`src/rtl/rtc_timekeeper.sv`:
```
// rtc_timekeeper: seconds/minutes/hours/days clock with
// time load, event timestamp latch and one-shot alarm.
module rtc_timekeeper #(
  parameter int HOUR_MOD = 24,
  parameter int HOUR_W   = 5,
  parameter int DAY_W    = 8
) (
  input  logic              clk_1Hz,
  input  logic              reset,
  input  logic              enable,
  input  logic              load,
  input  logic [5:0]        load_sec,
  input  logic [5:0]        load_min,
  input  logic [HOUR_W-1:0] load_hour,
  input  logic              event_strobe,
  input  logic              ev_ack,
  input  logic              alarm_set,
  input  logic              alarm_clr,
  input  logic [HOUR_W-1:0] alarm_hour,
  input  logic [5:0]        alarm_min,
  output logic [5:0]        seconds,
  output logic [5:0]        minutes,
  output logic [HOUR_W-1:0] hours,
  output logic [DAY_W-1:0]  days,
  output logic [5:0]        ev_sec,
  output logic [5:0]        ev_min,
  output logic [HOUR_W-1:0] ev_hour,
  output logic              ev_valid,
  output logic              ev_overrun,
  output logic              load_err,
  output logic              alarm_hit,
  output logic              day_tick
);

  localparam logic [5:0] LAST_60 = 6'd59;
  localparam logic [HOUR_W-1:0] HOUR_LAST =
    HOUR_W'(HOUR_MOD - 1);
  localparam logic [31:0] HOUR_LIM = 32'(HOUR_MOD);

  logic              alarm_armed;
  logic [HOUR_W-1:0] alarm_hour_q;
  logic [5:0]        alarm_min_q;

  logic              sec_wrap;
  logic              min_wrap;
  logic              hour_wrap;
  logic [5:0]        cnt_sec;
  logic [5:0]        cnt_min;
  logic [HOUR_W-1:0] cnt_hour;

  logic              load_ok;
  logic              alarm_ok;
  logic              do_load;
  logic              bad_load;
  logic              do_count;
  logic              alarm_match;

  // field range checks for load and alarm arming
  always_comb begin
    load_ok  = (load_sec <= LAST_60) &&
               (load_min <= LAST_60) &&
               (32'(load_hour) < HOUR_LIM);
    alarm_ok = (alarm_min <= LAST_60) &&
               (32'(alarm_hour) < HOUR_LIM);
    do_load  = load && load_ok;
    bad_load = load && !load_ok;
    do_count = enable && !load;
  end

  // ripple carry of the next counted time
  always_comb begin
    sec_wrap  = (seconds == LAST_60);
    min_wrap  = sec_wrap && (minutes == LAST_60);
    hour_wrap = min_wrap && (hours == HOUR_LAST);
    cnt_sec   = sec_wrap ? 6'd0 : seconds + 6'd1;
    cnt_min   = minutes;
    if (sec_wrap) begin
      cnt_min = min_wrap ? 6'd0 : minutes + 6'd1;
    end
    cnt_hour  = hours;
    if (min_wrap) begin
      cnt_hour = hour_wrap ? '0 : hours + HOUR_W'(1);
    end
  end

  // alarm compares against the time a count step is about to show
  always_comb begin
    alarm_match = alarm_armed &&
                  (cnt_hour == alarm_hour_q) &&
                  (cnt_min == alarm_min_q) &&
                  (cnt_sec == 6'd0);
  end

  // time registers: load beats count beats hold
  always_ff @(posedge clk_1Hz) begin
    if (reset) begin
      seconds <= '0;
      minutes <= '0;
      hours   <= '0;
    end else if (do_load) begin
      seconds <= load_sec;
      minutes <= load_min;
      hours   <= load_hour;
    end else if (do_count) begin
      seconds <= cnt_sec;
      minutes <= cnt_min;
      hours   <= cnt_hour;
    end
  end

  // day counter advances on a counted hour wrap
  always_ff @(posedge clk_1Hz) begin
    if (reset) begin
      days <= '0;
    end else if (do_count && hour_wrap) begin
      days <= days + DAY_W'(1);
    end
  end

  // single-cycle status pulses aligned with the new time
  always_ff @(posedge clk_1Hz) begin
    if (reset) begin
      load_err  <= 1'b0;
      day_tick  <= 1'b0;
      alarm_hit <= 1'b0;
    end else begin
      load_err  <= bad_load;
      day_tick  <= do_count && hour_wrap;
      alarm_hit <= do_count && alarm_match;
    end
  end

  // event latch captures pre-update time, newest wins
  always_ff @(posedge clk_1Hz) begin
    if (reset) begin
      ev_sec     <= '0;
      ev_min     <= '0;
      ev_hour    <= '0;
      ev_valid   <= 1'b0;
      ev_overrun <= 1'b0;
    end else if (event_strobe) begin
      ev_sec   <= seconds;
      ev_min   <= minutes;
      ev_hour  <= hours;
      ev_valid <= 1'b1;
      if (ev_valid && !ev_ack) begin
        ev_overrun <= 1'b1;
      end
    end else if (ev_ack) begin
      ev_valid <= 1'b0;
    end
  end

  // alarm arm/disarm; a valid set wins over clear
  always_ff @(posedge clk_1Hz) begin
    if (reset) begin
      alarm_armed  <= 1'b0;
      alarm_hour_q <= '0;
      alarm_min_q  <= '0;
    end else if (alarm_set && alarm_ok) begin
      alarm_armed  <= 1'b1;
      alarm_hour_q <= alarm_hour;
      alarm_min_q  <= alarm_min;
    end else if (alarm_clr) begin
      alarm_armed  <= 1'b0;
    end
  end

endmodule

```
`config.mk`:
```
export PLATFORM = sky130hd
export DESIGN_NAME = rtc_timekeeper
export DESIGN_NICKNAME = d
export VERILOG_FILES = /design/src/rtl/rtc_timekeeper.sv
export SDC_FILE = /design/constraint.sdc
export NUM_CORES = 1
export LEC_CHECK = 0
export CORE_MARGIN = 2
export CORE_UTILIZATION = 44
export DETAILED_ROUTE_END_ITERATION = 12
export GPL_TIMING_DRIVEN = 0
export PLACE_DENSITY_LB_ADDON = 0.1
export SYNTH_ARGS = -nofsm -noshare
export SYNTH_HDL_FRONTEND = slang
export SYNTH_SLANG_ARGS = --single-unit
```
`constraint.sdc`:
```
create_clock -name clk_1Hz -period 2.3 [get_ports clk_1Hz]
set_input_delay 0.345 -clock clk_1Hz [delete_from_list [all_inputs] [get_ports clk_1Hz]]
set_output_delay 0.345 -clock clk_1Hz [all_outputs]
set_load 0.05 [all_outputs]
```
==> flow_summary.json <==
{
  "diodes": 0,
  "place_hpwl_mm": 6.96,
  "instances_no_fill": 550,
  "synth_nets": 400,
  "slowest_stage": "or4_4",
  "htreeDepth": 3,
  "area_growth_pct": 45.5,
  "path_cells": "ha_4 -> and2b_1 -> and4_4 -> nor3b_1 -> or4_1 -> or4_4 -> nor4_4",
  "synth-compound-area-share": 0.141,
  "power.switching_uw": 834,
  "cts_made_buffers": 9,
  "cpLargestDelayFamily": "simple AND/OR/NAND/NOR gates",
  "crit_path_max_fanout": 6,
  "slew_viol_final": 0,
  "finalSetupTns_ns": -0.0839,
  "antenna_found_initial": 0,
  "vias": 3107,
  "core_area_um2": 6720,
  "cp_data_arrival_time_ns": 2.64,
  "synthCells": 360,
  "violations": "setup timing",
  "die_y_um": 86.8,
  "final_layout_size_suffix_gt1_frac": 0.149,
  "drtIter0Drc": 311,
  "rsz0062_at_grt": "yes",
  "drcViolationCount": 0,
  "p_int_uw": 1860,
  "cts_sinks": 59,
  "pwr-share-seq": 0.415,
  "viasPerCell": 5.65,
  "tightest_slew_ns": 0.754,
  "synth-simple-area-share": 0.261,
  "die_area_um2": 7540,
  "crit_required_ns": 2.56,
  "worst-path-buf-inv": 0,
  "crit_type": "register to register",
  "cp_slowest_stage_delay_ns": 0.57,
  "grt_usage": 0.257,
  "netSwitchingFraction": 0.309,
  "synth-seq-cells": 59,
  "fin_crit_sh": 1.04,
  "finalNetCount": 505,
  "wl_mm": 9.56,
  "setup_viol": 1,
  "grt_pass1_vias": 2842,
  "placed_cells": 520,
  "synth_ff_type": "dfxtp_1",
  "num_rows": 30,
  "avgSynthCellArea_um2": 8.39,
  "fin_ws_ns": -0.0839,
  "wire_per_inst_um": 17.4,
  "syn-cell-area_um2": 3020,
  "clkTransAtPathRegs_ns": 0.07,
  "combPwrFrac": 0.198,
  "synth_mux_area_frac": 0.106,
  "async_flop_share": 0,
  "gp_congestion": 0.920,
  "relSlewSlack": 0.497,
  "synth-adder-area-share": 0.0166,
  "io_pins": 83,
  "ant_nets": 0,
  "die_w_um": 86.8,
  "insertion_delay_ns": 0.35,
  "port_buffers": 80,
  "cts_max_path_buffers": 2,
  "synth_cell_types": 50,
  "yosys_warnings": 0,
  "p_per_area_nw_per_um2": 613,
  "p_leak_uw": 0.00167,
  "endpoint_kind": "register",
  "cts_tree": "built",
  "grt_pass1_wl_mm": 14.9,
  "max_cap_viol_count": 0,
  "ir_worst_vdd_mv": 0.601,
  "hp-class": "register to register",
  "clkPwrFrac": 0.387,
  "cts_root_buf": "clkbuf_8",
  "dr.pass1.iters": 5,
  "fin_crit_ns": 2.38,
  "synth_xor_area_frac": 0.0464,
  "synth_edf_count": 0,
  "hold_viol": 0,
  "synth_top_family_by_area": "simple AND/OR/NAND/NOR gates",
  "critPathLaunchType": "register",
  "status": "complete, but fails checks",
  "initial_utilization": 0.449,
  "gr-total-overflow": 0,
  "clock.fmax_ghz": 0.419,
  "yosysSeqAreaShare": 0.391,
  "finalClockSkew_ns": 0.0141,
  "grt_max_degree": 13
}
synthesized netlist by cell type (3+ instances only):
library cell	instances	area, um2
nor2_1	60	225
dfxtp_1	59	1180
mux2i_1	32	320
nand2_1	23	86.3
clkbuf_1	21	78.8
a21oi_1	17	85.1
o21ai_0	14	70.1
nor3_1	9	45.0
xor2_1	9	78.8
and3_1	8	50.1
nand3_1	8	40.0
nand4_1	8	50.1
a22oi_1	7	52.6
a31oi_1	7	43.8
xnor2_1	7	61.3
inv_1	6	22.5
nand2b_1	5	31.3
nor4_1	5	31.3
ha_1	4	50.1
a21o_1	3	22.5
a221oi_1	3	26.3
nand4b_1	3	26.3
nor3b_1	3	22.5
o211ai_1	3	22.5
per-stage QoR:
stage	setup slack [ns]	util	hold slack, ns	total power, uW	instance area (um2)
finish	-0.0839	0.654	0.471	2700	4390
global route	-0.193	0.654	0.501	2790	4390
CTS	-0.132	0.635	0.480	2680	4270
detailed placement	-0.600	0.596	0.462	1650	4010
global placement	-0.595	0.596	0.451	1640	4010
floorplan	0.0418	-	0.450	1450	3110
what timing repair did:
item / in CTS / in global routing
hold buffers: 0 / 0
endpoints found under the setup margin: 3 / 6
gates resized for setup: 5 / 14
pin swaps: 2 / 5
setup buffers: 3 / 12
area by class of cell:
class                   count  area [um2]
plain buffers              23         116
clock buffers              10         149
clock inverters             6        68.8
fillers                   575        2320
inverters                   6        22.5
multi-input cells         271        1810
flip-flops and latches     59        1220
well taps                  80         100
repair buffers             95         913
layout by cell type (no fill, tap or decap), types with 3 or more instances in the layout:
cell             instances
dfxtp_2                  3
nand3_1                  7
a21oi_1                 17
nor2_1                  59
a21o_1                   3
mux2i_1                 32
nor3b_1                  3
nand2b_1                 4
xor2_1                   9
a22oi_1                  7
nand4_1                  8
nor3_1                   9
nand2_1                 23
dfxtp_1                 47
clkbuf_1                15
dfxtp_4                  9
clkdlybuf4s50_1         80
xnor2_1                  6
and3_1                   5
nor4_1                   4
nand4b_1                 3
clkbuf_8                10
clkbuf_2                 3
inv_1                    6
a31oi_1                  7
a221oi_1                 3
o211ai_1                 3
o21ai_0                 14
buf_4                   15
worst min-delay path, cell delays in order, from the launching register on:
cell and delay [ns]:
dfxtp_1 0.33, a21oi_1 0.04, nor2_1 0.07
metal layers:
layer | track usage | vias to the layer above | wire length, um
li1 | - | 1507 | -
met1 | 0.353 | 1469 | 4340
met2 | 0.402 | 122 | 4480
met3 | 0.0600 | 9 | 641
met4 | 0.0781 | 0 | 94
met5 | 0 | - | 0
logic make-up after synthesis:
family          count (synthesis)
mux                            32
fa+ha+maj                       4
compound gates                 66
xor+xnor                       16
buf+inv                        30
flops                          59
simple gates                  153
path summary, 6_finish.rpt:
path	startpoint	end	slack (ns)	cells past startpoint
max	seconds[0]	alarm_hit	-0.08	7
min	ev_overrun	ev_overrun	0.47	2
max reg2reg	seconds[0]	alarm_hit	-0.08	7
min reg2reg	ev_overrun	ev_overrun	0.47	2
sequential cells by signal (all words and copies together) (netlist names):
name and flops:
minutes 6, hours 5, alarm_hit 1, ev_valid 1, ev_min 6, alarm_hour_q 5
ev_overrun 1, days 8, alarm_min_q 6, day_tick 1, seconds 6, ev_sec 6
load_err 1, ev_hour 5, alarm_armed 1
power by group through the flow:
stage | Sequential, uW | Clock [uW] | Combinational [uW]
detailed placement | 1140 | 0 | 503
floorplan | 1240 | 0 | 205
global route | 1120 | 1090 | 575
CTS | 1120 | 1040 | 511
global placement | 1140 | 0 | 499
finish | 1120 | 1040 | 535
(Power assumes the default switching activity.)
